### config.mk
export PLATFORM = sky130hd
export DESIGN_NAME = shift_accumulator_flat
export DESIGN_NICKNAME = d
export VERILOG_FILES = /design/src/rtl/shift_accumulator_pkg.sv /design/src/rtl/shift_accumulator_if.sv /design/src/rtl/shift_accumulator_core.sv /design/src/rtl/shift_accumulator.sv /design/src/flat_wrapper.sv
export SDC_FILE = /design/constraint.sdc
export NUM_CORES = 1
export LEC_CHECK = 0
export BUFFER_PORTS_ARGS = -buffer_cell sky130_fd_sc_hd__clkbuf_2
export CAP_MARGIN = 0
export CORE_MARGIN = 5
export CORE_UTILIZATION = 30
export CTS_BUF_LIST = sky130_fd_sc_hd__clkbuf_8
export DETAILED_ROUTE_END_ITERATION = 8
export MAX_ROUTING_LAYER = met4
export PLACE_DENSITY = 0.55
export SLEW_MARGIN = 20
export SYNTH_ARGS = -nofsm -noshare
export SYNTH_HDL_FRONTEND = slang
export SYNTH_SLANG_ARGS = --single-unit
### constraint.sdc
create_clock -name clk -period 5.6 [get_ports clk]
set_clock_uncertainty 0.2 [all_clocks]
set_input_delay 1.12 -clock clk [delete_from_list [all_inputs] [get_ports clk]]
set_output_delay 1.12 -clock clk [all_outputs]
set_load 0.01 [all_outputs]
### src/rtl/shift_accumulator_pkg.sv
// Shared constants, state encoding and helpers for the bit-serial shift accumulator.
package acc_pkg;

   // Width of the incoming two's-complement partial sum from global_io.
   localparam int DIN_W    = 27;
   // Maximum number of bit-plane beats in one dot product.
   localparam int MAX_BITS = 24;
   // Accumulator / result width: wide enough that MAX_BITS doublings of a DIN_W value cannot overflow.
   localparam int ACC_W    = DIN_W + MAX_BITS;
   // Beat counter width; must be able to hold the value MAX_BITS.
   localparam int CNT_W    = 5;

   // Control states of the accumulator.
   typedef enum logic [1:0] {
      IDLE = 2'd0,
      ACC  = 2'd1,
      DONE = 2'd2
   } state_e;

   // Sign-extend a partial sum to the accumulator width.
   function automatic logic [ACC_W-1:0] sext_ps(input logic [DIN_W-1:0] ps);
      return {{(ACC_W-DIN_W){ps[DIN_W-1]}}, ps};
   endfunction

   // Two's-complement negation at accumulator width (modulo 2^ACC_W).
   function automatic logic [ACC_W-1:0] neg_acc(input logic [ACC_W-1:0] v);
      return (~v) + {{(ACC_W-1){1'b0}}, 1'b1};
   endfunction

   // Beat index of the last plane the accumulator will take without in_last.
   function automatic logic [CNT_W-1:0] last_beat_idx();
      return CNT_W'(MAX_BITS - 1);
   endfunction

endpackage

### src/rtl/shift_accumulator_if.sv
// Streaming bus between global_io (partial-sum producer), the shift
// accumulator, and the result consumer.
interface shift_accumulator_if
   import acc_pkg::*;
();

   // Partial-sum stream in.
   logic             in_valid;
   logic             in_ready;
   logic             in_last;
   logic [DIN_W-1:0] partial_sum;

   // Result stream out.
   logic             out_valid;
   logic             out_ready;
   logic [ACC_W-1:0] nout;

   // Environment side: drives the partial-sum stream and the result ready.
   modport master (
      output in_valid,
      output in_last,
      output partial_sum,
      output out_ready,
      input  in_ready,
      input  out_valid,
      input  nout
   );

   // Accumulator side.
   modport slave (
      input  in_valid,
      input  in_last,
      input  partial_sum,
      input  out_ready,
      output in_ready,
      output out_valid,
      output nout
   );

endinterface

### src/rtl/shift_accumulator_core.sv
// Combinational shift-and-add step: acc_next = (acc << 1) +/- sext(partial_sum).
// Kept on its own so a faster adder architecture can be dropped in later.
module shift_add_core
   import acc_pkg::*;
(
   input  logic [ACC_W-1:0] acc_i,
   input  logic [DIN_W-1:0] ps_i,
   input  logic             negate_i,
   output logic [ACC_W-1:0] acc_next_o
);

   logic [ACC_W-1:0] ps_ext_s;
   logic [ACC_W-1:0] term_s;

   // Select the signed term and add it to the doubled accumulator (wraps modulo 2^ACC_W).
   always_comb begin
      ps_ext_s = sext_ps(ps_i);
      if (negate_i) begin
         term_s = neg_acc(ps_ext_s);
      end else begin
         term_s = ps_ext_s;
      end
      acc_next_o = {acc_i[ACC_W-2:0], 1'b0} + term_s;
   end

endmodule

### src/rtl/shift_accumulator.sv
// Bit-serial shift accumulator: folds MSB-first bit-plane partial sums into a
// dot-product result and hands it off under a valid/ready handshake.
module shift_accumulator
   import acc_pkg::*;
(
   input  logic                    clk,
   input  logic                    rst,
   input  logic                    st,
   input  logic                    act_signed,
   shift_accumulator_if.slave      bus,
   output logic [CNT_W-1:0]        bit_cnt,
   output logic                    err_overlen
);

   state_e            state_q, state_d;
   logic [ACC_W-1:0]  acc_q, acc_d;
   logic [ACC_W-1:0]  nout_q, nout_d;
   logic [CNT_W-1:0]  bit_cnt_q, bit_cnt_d;
   logic              sign_q, sign_d;
   logic              err_q, err_d;
   logic              out_valid_q, out_valid_d;
   logic              in_ready_q, in_ready_d;

   logic              beat_s;
   logic              negate_s;
   logic              final_beat_s;
   logic [ACC_W-1:0]  acc_next_s;

   // The first (MSB) plane of a signed activation carries negative weight.
   assign negate_s = sign_q && (bit_cnt_q == {CNT_W{1'b0}});

   shift_add_core u_core (
      .acc_i      (acc_q),
      .ps_i       (bus.partial_sum),
      .negate_i   (negate_s),
      .acc_next_o (acc_next_s)
   );

   // in_ready is a register that mirrors the ACC state, so acceptance never
   // depends combinationally on in_valid.
   assign beat_s       = bus.in_valid && in_ready_q;
   assign final_beat_s = bus.in_last || (bit_cnt_q == last_beat_idx());

   // Next-state and datapath update; st overrides everything except rst.
   always_comb begin
      state_d     = state_q;
      acc_d       = acc_q;
      nout_d      = nout_q;
      bit_cnt_d   = bit_cnt_q;
      sign_d      = sign_q;
      err_d       = err_q;
      out_valid_d = out_valid_q;
      in_ready_d  = in_ready_q;

      if (st) begin
         // Abort/restart: any in-flight run or pending result is discarded.
         state_d     = ACC;
         acc_d       = {ACC_W{1'b0}};
         bit_cnt_d   = {CNT_W{1'b0}};
         sign_d      = act_signed;
         err_d       = 1'b0;
         out_valid_d = 1'b0;
         in_ready_d  = 1'b1;
      end else begin
         case (state_q)
            IDLE: begin
               // Beats and in_last are ignored until a start pulse.
               state_d = IDLE;
            end
            ACC: begin
               if (beat_s) begin
                  acc_d     = acc_next_s;
                  bit_cnt_d = bit_cnt_q + {{(CNT_W-1){1'b0}}, 1'b1};
                  if (final_beat_s) begin
                     state_d     = DONE;
                     nout_d      = acc_next_s;
                     out_valid_d = 1'b1;
                     in_ready_d  = 1'b0;
                     if (!bus.in_last) begin
                        err_d = 1'b1;
                     end else begin
                        err_d = err_q;
                     end
                  end else begin
                     state_d = ACC;
                  end
               end else begin
                  state_d = ACC;
               end
            end
            DONE: begin
               if (bus.out_ready) begin
                  state_d     = IDLE;
                  out_valid_d = 1'b0;
               end else begin
                  state_d = DONE;
               end
            end
            default: begin
               state_d     = IDLE;
               out_valid_d = 1'b0;
               in_ready_d  = 1'b0;
            end
         endcase
      end
   end

   // State and datapath registers with synchronous active-high reset.
   always_ff @(posedge clk) begin
      if (rst) begin
         state_q     <= IDLE;
         acc_q       <= {ACC_W{1'b0}};
         nout_q      <= {ACC_W{1'b0}};
         bit_cnt_q   <= {CNT_W{1'b0}};
         sign_q      <= 1'b0;
         err_q       <= 1'b0;
         out_valid_q <= 1'b0;
         in_ready_q  <= 1'b0;
      end else begin
         state_q     <= state_d;
         acc_q       <= acc_d;
         nout_q      <= nout_d;
         bit_cnt_q   <= bit_cnt_d;
         sign_q      <= sign_d;
         err_q       <= err_d;
         out_valid_q <= out_valid_d;
         in_ready_q  <= in_ready_d;
      end
   end

   assign bus.in_ready  = in_ready_q;
   assign bus.out_valid = out_valid_q;
   assign bus.nout      = nout_q;
   assign bit_cnt       = bit_cnt_q;
   assign err_overlen   = err_q;

endmodule

### src/flat_wrapper.sv
// flat-port wrapper written by rule: the top's interface ports become plain ports
module shift_accumulator_flat import acc_pkg::*;
  (clk, rst, st, act_signed, bit_cnt, err_overlen, bus_in_valid, bus_in_last, bus_partial_sum, bus_out_ready, bus_in_ready, bus_out_valid, bus_nout);
  shift_accumulator_if bus_i ();
  input  logic clk;
  input  logic rst;
  input  logic st;
  input  logic act_signed;
  output logic [CNT_W-1:0] bit_cnt;
  output logic err_overlen;
  input wire logic [$bits(bus_i.in_valid)-1:0] bus_in_valid;
  input wire logic [$bits(bus_i.in_last)-1:0] bus_in_last;
  input wire logic [$bits(bus_i.partial_sum)-1:0] bus_partial_sum;
  input wire logic [$bits(bus_i.out_ready)-1:0] bus_out_ready;
  output wire logic [$bits(bus_i.in_ready)-1:0] bus_in_ready;
  output wire logic [$bits(bus_i.out_valid)-1:0] bus_out_valid;
  output wire logic [$bits(bus_i.nout)-1:0] bus_nout;
  assign bus_i.in_valid = bus_in_valid;
  assign bus_i.in_last = bus_in_last;
  assign bus_i.partial_sum = bus_partial_sum;
  assign bus_i.out_ready = bus_out_ready;
  assign bus_in_ready = bus_i.in_ready;
  assign bus_out_valid = bus_i.out_valid;
  assign bus_nout = bus_i.nout;
  shift_accumulator u_core (.clk(clk), .rst(rst), .st(st), .act_signed(act_signed), .bus(bus_i), .bit_cnt(bit_cnt), .err_overlen(err_overlen));
endmodule
After elaboration in Yosys (flattened, before gate mapping). Index checks and enable logic that the tools add are counted.

Register bits: 112. Word-level logic and storage cells: 51.

Add/subtract/negate cells: 3. Eq/ne operators: 9. Muxes and demuxes: 14. Bitwise operators: 4. Reduce and logical (&&, ||, !) cells: 12.

Operators by type and width (number): $add 51x1->51 const B (1); $add 51x51->51 (1); $mux 51 (1); $not 51->51 (1); $reduce_and 4->1 (3); $mux 1 (7); $mux 2 (3); $ne 2x1->1 const B (3); $ne 3x2->1 const B (2); $add 5x1->5 const B (1); $eq 5x5->1 const B (1); $logic_not 5->1 (1); $pmux 2 s2 (1); $reduce_or 2->1 (2); $not 1->1 (3); $pmux 1 s3 (1); $reduce_and 3->1 (1); $eq 2x1->1 const B (1); $eq 2x2->1 const B (1); $logic_and 1x1->1 (2); $logic_not 2->1 (1); $ne 2x2->1 const B (1); $pmux 1 s2 (1); $reduce_and 2->1 (1); $logic_or 1x1->1 (1).

Longest topological paths before layout. Gate-level depths: netlist of run 1.

Word-level depth: 6. Depth in mapped cells: 20.

Cells and area by module. Synthesis of run 1 repeated with hierarchy kept, for this count alone.

Cell total of the unflattened synthesis: 1033. Area, all modules: 8246.7 µm².

By module, submodules not included: shift_accumulator (times used 1, cells an instance 511, area each 4675.7 µm², seq. area each 2262.2 µm²); shift_add_core (times used 1, cells an instance 522, area each 3570.9 µm², seq. area each 0.0 µm²).

Worst setup path after synthesis of run 1. Ideal clock, no wire load.

Path kind: input-to-reg. Start: input port bus_partial_sum[4]. End: register u_core.acc_q[49]. Setup time: 0.136 ns. Arrival time: 4.986 ns. Required time: 5.264 ns. Setup slack: 0.278 ns. Cell stages on the path: 20. Path buffers: 2. Cell sequence: nor3_1 > nand3_1 > or2_2 > nor3_1 > nand2_1 > nor2_1 > a311o_1 > buf_2 > nand2_1 > ha_1 > clkbuf_1 > nand2_1 > o21ai_0 > a221o_1 > or3_1 > o2111ai_1 > a31o_2 > nor2_1 > o31ai_4 > a211oi_2.

Cells in the longest elaborated chain, start to end: 4.

Ends and longest elaborated chain: from (decl) (line flat_wrapper.sv:13) `input wire logic [$bits(bus_i.partial_sum)-1:0] bus_partial_sum;`; $not 51->51 (line shift_accumulator_pkg.sv:27) `return (~v) + {{(ACC_W-1){1'b0}}, 1'b1};`; $add 51x1->51 (line shift_accumulator_pkg.sv:27); $mux 51 * (line shift_accumulator_core.sv:18) `if (negate_i) begin`; $add 51x51->51 * (line shift_accumulator_core.sv:23) `acc_next_o = {acc_i[ACC_W-2:0], 1'b0} + term_s;`; to (signal assigned) (line shift_accumulator.sv:112) `acc_q <= {ACC_W{1'b0}};`; to (decl) (line shift_accumulator.sv:16) `logic [ACC_W-1:0] acc_q, acc_d;`.

Every way passes the cells marked *; elsewhere a longest branch is shown, timed or not. A chain may end at the register's enable or synchronous reset.

Worst setup path after layout of run 1.
Start: input port bus_partial_sum[8]. End: register u_core.acc_q[45].

The elaborated chain is that of the path after synthesis.

==> results.ini, run 1 <==
[status]
outcome = finished clean

[logic_synthesis]
synthArstFlopShare = 0
synth-seq-cells = 112
yosys.area.top_type = dfxtp_1
syn_avg_cell_area_um2 = 7.34
synth_ff_type = dfxtp_1
synth-edff-count = 0
syn-num-nets = 1159
synth_top_area_frac = 0.287
synth.most_common_cell = nand2_1
yosysSeqAreaShare = 0.287
synthesis.area_mm2 = 0.00782
yosys-top-cells-area = dfxtp_1 (29%), nand2_1 (10%), ha_1 (9.4%)
synthCells = 1065
ys_warn_count = 0
synth_common_cells = nand2_1 (211), a21oi_1 (137), dfxtp_1 (112)
synth_cell_types = 70

[sta]
setup_tns_ns = 0
setup_viol = 0
rsz0062_at_grt = false
slew_viol_final = 0
hold_viol_final = 0
period_share = 0.918
max_freq_ghz = 0.194
worst_pin_slew_ns = 0.810
setup_slack_ns = 0.458
slew_headroom = 0.459
period_minus_slack_ns = 5.14

[critical_path]
crit_family = compound AO/OA/AOI/OAI gates
required_ns = 5.74
rr_worst_depth = 18
crit_chain = clkbuf_2, or4_1, nor3_2, nand3b_1, o21ai_1, buf_4, o21ai_0, ha_1, a21oi_1, o21ai_0, a221o_1, or3_1, o2111ai_1, a31o_2, mux2i_1, nand2_1, a31oi_1
cp_slowest_stage_delay_ns = 0.58
ff2ff_setup_slack_ns = 0.84
worstSetupEndpointType = flop
crit_path_frequent_cell = o21ai_0
arrival_ns = 5.28
r2r_start = u_core.bit_cnt[0]
r2r_end = u_core.acc_q[49]
slowest_stage = or4_1
crit_buf_inv = 2
worstSetupStartpointType = input port
critPathMaxFanout = 6
worstSetupPathType = input port to flop

[min_path]
hp-class = flop to flop
hp-start = u_core.bus.nout[31]
whs_endpoint = u_core.bus.nout[31]
hold_depth = 2

[clock_tree]
clkTransAtPathRegs_ns = 0.12
cts_root_buf = clkbuf_8
cts_tree = yes
clock_latency_ns = 0.42
cts_buffers = 9
h-tree-depth = 3
cts.sinks = 112
holdBufCountCts = 0
clockBufferDepth = 2

[grt]
grt_max_degree = 61
gr-total-overflow = 0
globalRouteTotalUtil = 0.170
antenna_found_initial = 2
grt_pass1_vias = 7306
grt_pass1_wl_mm = 38.9

[placement]
routabilityCongestion = 0.909
port_buffers = 92
dp_slack_ns = -0.0259
placed_area_mm2 = 0.00891
hpwl_mm = 18.6

[die]
rows = 59
die_h_um = 171
initial_core_util = 0.303
ios = 93
dieArea_mm2 = 0.0294
die_w_um = 171
core_mm2 = 0.0258

[route]
avgRoutedWirePerCell_um = 16.3
drc = 0
drtPass1Iterations = 5
dr.first_iter.drc_count = 433
viasPerCell = 5.10
ant_nets = 0
vias = 7667
drt_wl_total_mm = 24.5

[job]
drv_cap = 0

[layout]
area_delta_synth_final_pct = 17.5
fin_area_mm2 = 0.00918
nNetsFinal = 1255
drive_gt1_frac = 0.175

[power]
ir_worst_vdd_mv = 0.116
leakagePower_nw = 3.77
p_per_area_mw_per_mm2 = 192
power_mw = 1.76

==> sequential cells by signal (all words and copies together) (netlist names) <==
register / count
u_core.sign_q: 1
u_core.acc_q: 50
u_core.state_q: 2
u_core.bit_cnt: 5
u_core.bus.in_ready: 1
u_core.bus.out_valid: 1
u_core.err_overlen: 1
u_core.bus.nout: 51
==> final cells by class <==
cell class	count	area, µm²
fill	2797	16700
multi-input combinational	853	5200
sequential	112	2240
timing repair buffer	158	976
tap	335	419
clock buffer	9	124
clock inverter	7	113
inverter	27	101
antenna	2	5.00
==> where the power goes <==
part,leakage (nW),internal [mW],switching [mW]
combinational,2.75,0.134,0.227
clock,0.115,0.262,0.332
sequential,0.903,0.803,0.00469
total,3.77,1.20,0.564
==> per-layer routing <==
layer | track usage | share of wire | wire length, µm | vias up
met3 | 0.0294 | 0.044 | 1070 | 23
met1 | 0.216 | 0.47 | 11500 | 3556
li1 | - | - | - | 3928
met2 | 0.283 | 0.47 | 11600 | 160
met5 | - | 0 | 0 | -
met4 | 0.0396 | 0.015 | 357 | 0
==> placed cells by master (no fill, tap or decap), types with 9 or more instances in the layout <==
cell type	n
nand4_1	17
nand3_1	34
xnor2_1	40
nor2_1	71
a21o_1	11
nor3_1	11
mux2i_1	10
clkbuf_8	9
a211oi_1	18
ha_1	59
inv_1	27
xor2_1	28
buf_4	65
o21ai_0	61
a21oi_1	137
nand2_1	211
dfxtp_1	112
o21bai_1	13
clkbuf_2	92
==> worst max-delay path by stage <==
stage | start | end | slack (ns) | cells after the start
2_1_floorplan | bus_partial_sum[4] | u_core.acc_q[49] | 0.28 | 20
3_3_place_gp | bus_partial_sum[4] | u_core.bus.nout[43] | 0.04 | 20
3_5_place_dp | bus_partial_sum[4] | u_core.acc_q[43] | -0.03 | 20
4_1_cts | bus_partial_sum[4] | u_core.acc_q[45] | 0.40 | 20
5_1_grt | bus_partial_sum[4] | u_core.bus.nout[43] | 0.02 | 20
6_report | bus_partial_sum[8] | u_core.acc_q[45] | 0.46 | 17
==> logic make-up after synthesis <==
logic type / share of synthesized area
XOR/XNOR: 0.0762
AND/OR/NAND/NOR: 0.236
adder cells (fa/ha/maj): 0.0970
AO/OA/AOI/OAI: 0.240
flip-flops: 0.287
buffers and inverters: 0.0496
multiplexers: 0.0142
==> worst reg2reg max path, stage by stage, from the launching register on <==
cell       delay (ns)
dfxtp_1          0.38
inv_1            0.07
ha_1             0.13
nor2b_1          0.16
and3_1           0.55
nand2_1          0.10
o21ai_0          0.11
ha_1             0.21
inv_1            0.05
fa_1             0.40
nand2b_1         0.19
a21o_1           0.20
a21oi_1          0.40
a31o_4           0.30
o2111ai_1        0.18
a31o_2           0.30
or4_4            0.51
o31ai_4          0.09
a211oi_2         0.10
==> timing repair <==
action                     CTS  global route
gates resized for setup      0             1
setup endpoints to repair    0             7
setup buffers                0             0
==> per-stage QoR <==
step	hold WS, ns	utilization	std cells
6_report	0.260	0.355	1503
3_5_place_dp	0.248	0.345	1484
3_3_place_gp	0.242	0.345	1484
5_1_grt	0.280	0.355	1503
4_1_cts	0.266	0.354	1500
2_1_floorplan	0.236	-	1065
Power figures use the tool's default switching activity.
==> run 2, diff against run 1 <==
--- a/config.mk
+++ b/config.mk
@@ -9,7 +9,6 @@
 export CAP_MARGIN = 0
 export CORE_MARGIN = 5
 export CORE_UTILIZATION = 30
-export CTS_BUF_LIST = sky130_fd_sc_hd__clkbuf_8
 export DETAILED_ROUTE_END_ITERATION = 8
 export MAX_ROUTING_LAYER = met4
 export PLACE_DENSITY = 0.55
@@ -17,3 +16,4 @@
 export SYNTH_ARGS = -nofsm -noshare
 export SYNTH_HDL_FRONTEND = slang
 export SYNTH_SLANG_ARGS = --single-unit
+export TNS_END_PERCENT = 10
==> results.ini, run 2 (synthesis gave the netlist of run 1 again) <==
[status]
outcome = finished clean

[die]
die_w_um = 171
die_h_um = 171
ios = 93
core_mm2 = 0.0258
dieArea_mm2 = 0.0294
initial_core_util = 0.303
rows = 59

[route]
wl_met3_mm = 1.11
ant_nets = 0
drc = 0
wl_met1_mm = 11.4
vias = 7688
dr.first_iter.drc_count = 446
drtPass1Iterations = 4
avgRoutedWirePerCell_um = 16.3
wl_met2_mm = 11.7
viasPerCell = 5.12
drt_wl_total_mm = 24.5
top_layer = met4

[sta]
period_share = 0.928
slew_viol_final = 0
period_minus_slack_ns = 5.20
setup_viol = 0
hold_viol_final = 0
setup_slack_ns = 0.403
rsz0062_at_grt = false
worst_pin_slew_ns = 0.812
slew_headroom = 0.457
max_freq_ghz = 0.192

[layout]
nNetsFinal = 1255
most-common-layout-cells = nand2_1 (211), a21oi_1 (137), dfxtp_1 (112)
drive_gt1_frac = 0.176
nFillCells = 2785
layout_commonest_cell = nand2_1
seq_area_mm2 = 0.00224
final_cell_count_no_fill = 1503
largest_reg_flops = 51
area_delta_synth_final_pct = 18.8
multi_input_area_mm2 = 0.00521

[min_path]
hold_depth = 2
hp-class = flop to flop

[placement]
placed_cells = 1484
dp_slack_ns = -0.0259
hpwl_mm = 18.6
port_buffers = 92
routabilityCongestion = 0.909

[clock_tree]
cts_root_buf = clkbuf_16
cts_buffers = 9
h-tree-depth = 3
cts.sinks = 112
clock_latency_ns = 0.37
clkTransAtPathRegs_ns = 0.08
holdBufCountCts = 0
clockBufferDepth = 2
cts_tree = yes

[grt]
grt_max_degree = 61
gr-total-overflow = 0
grt_pass1_vias = 7291
antenna_found_initial = 2
grt_pass1_wl_mm = 38.9
globalRouteTotalUtil = 0.170

[critical_path]
worstSetupEndpointType = flop
rr_worst_depth = 18
required_ns = 5.69
critPathMaxFanout = 6
arrival_ns = 5.28
worstSetupStartpointType = input port
worstSetupPathType = input port to flop

[power]
p_per_area_mw_per_mm2 = 206
leakagePower_nw = 3.82
power_mw = 1.92
ir_worst_vdd_mv = 0.123

[job]
drv_cap = 0

run 2: changes by cell type in the layout (fill, tap and decap cells not counted):
cell	change
nor3_1	-1
clkbuf_8	-9
nor3_2	+1
clkbuf_16	+9
run 2: repair_timing:
action,4_1_cts,5_1_grt
setup endpoints to repair,0,12
setup buffers,0,0
gates resized for setup,0,2
run 2: final cells by class:
type,instances,area share
antenna,2,0.000539
inverter,27,0.0109
clock inverter,7,0.0121
clock buffer,9,0.0242
multi-input combinational,853,0.561
tap,335,0.0451
sequential,112,0.241
timing repair buffer,158,0.105
run 2: per-stage QoR:
stage                util  hold slack [ns]  TNS (ns)  area [µm²]
floorplan               -            0.236         0        7820
global placement    0.345            0.242         0        8910
detailed placement  0.345            0.248   -0.0580        8910
CTS                 0.358            0.260         0        9250
global route        0.360            0.274         0        9290
finish              0.360            0.256         0        9290
run 2: path summary, 6_finish.rpt:
path                            start  slack (ns)                  end
hold reg to reg   u_core.bus.nout[31]        0.26  u_core.bus.nout[31]
hold / removal    u_core.bus.nout[31]        0.26  u_core.bus.nout[31]
setup reg to reg    u_core.bit_cnt[0]        0.82     u_core.acc_q[49]
setup / recovery   bus_partial_sum[8]        0.40     u_core.acc_q[45]
run 2: worst max-delay path: stages:
cell	delay (ns)
clkbuf_2	0.09
or4_1	0.58
nor3_2	0.21
nand3b_1	0.23
o21ai_1	0.20
buf_4	0.18
o21ai_0	0.08
ha_1	0.40
a21oi_1	0.20
o21ai_0	0.15
a221o_1	0.36
or3_1	0.39
o2111ai_1	0.26
a31o_2	0.30
mux2i_1	0.25
nand2_1	0.07
a31oi_1	0.20
run 2: power breakdown:
part / internal [mW] / switching [mW] / total (mW)
clock: 0.404 / 0.345 / 0.749
sequential: 0.803 / 0.00472 / 0.807
combinational: 0.134 / 0.227 / 0.362
run 2: routing by layer:
metal  up-vias  track usage
li1       3937            -
met1      3555        0.216
met2       178        0.285
met3        18       0.0267
met4         0       0.0410
met5         -            -
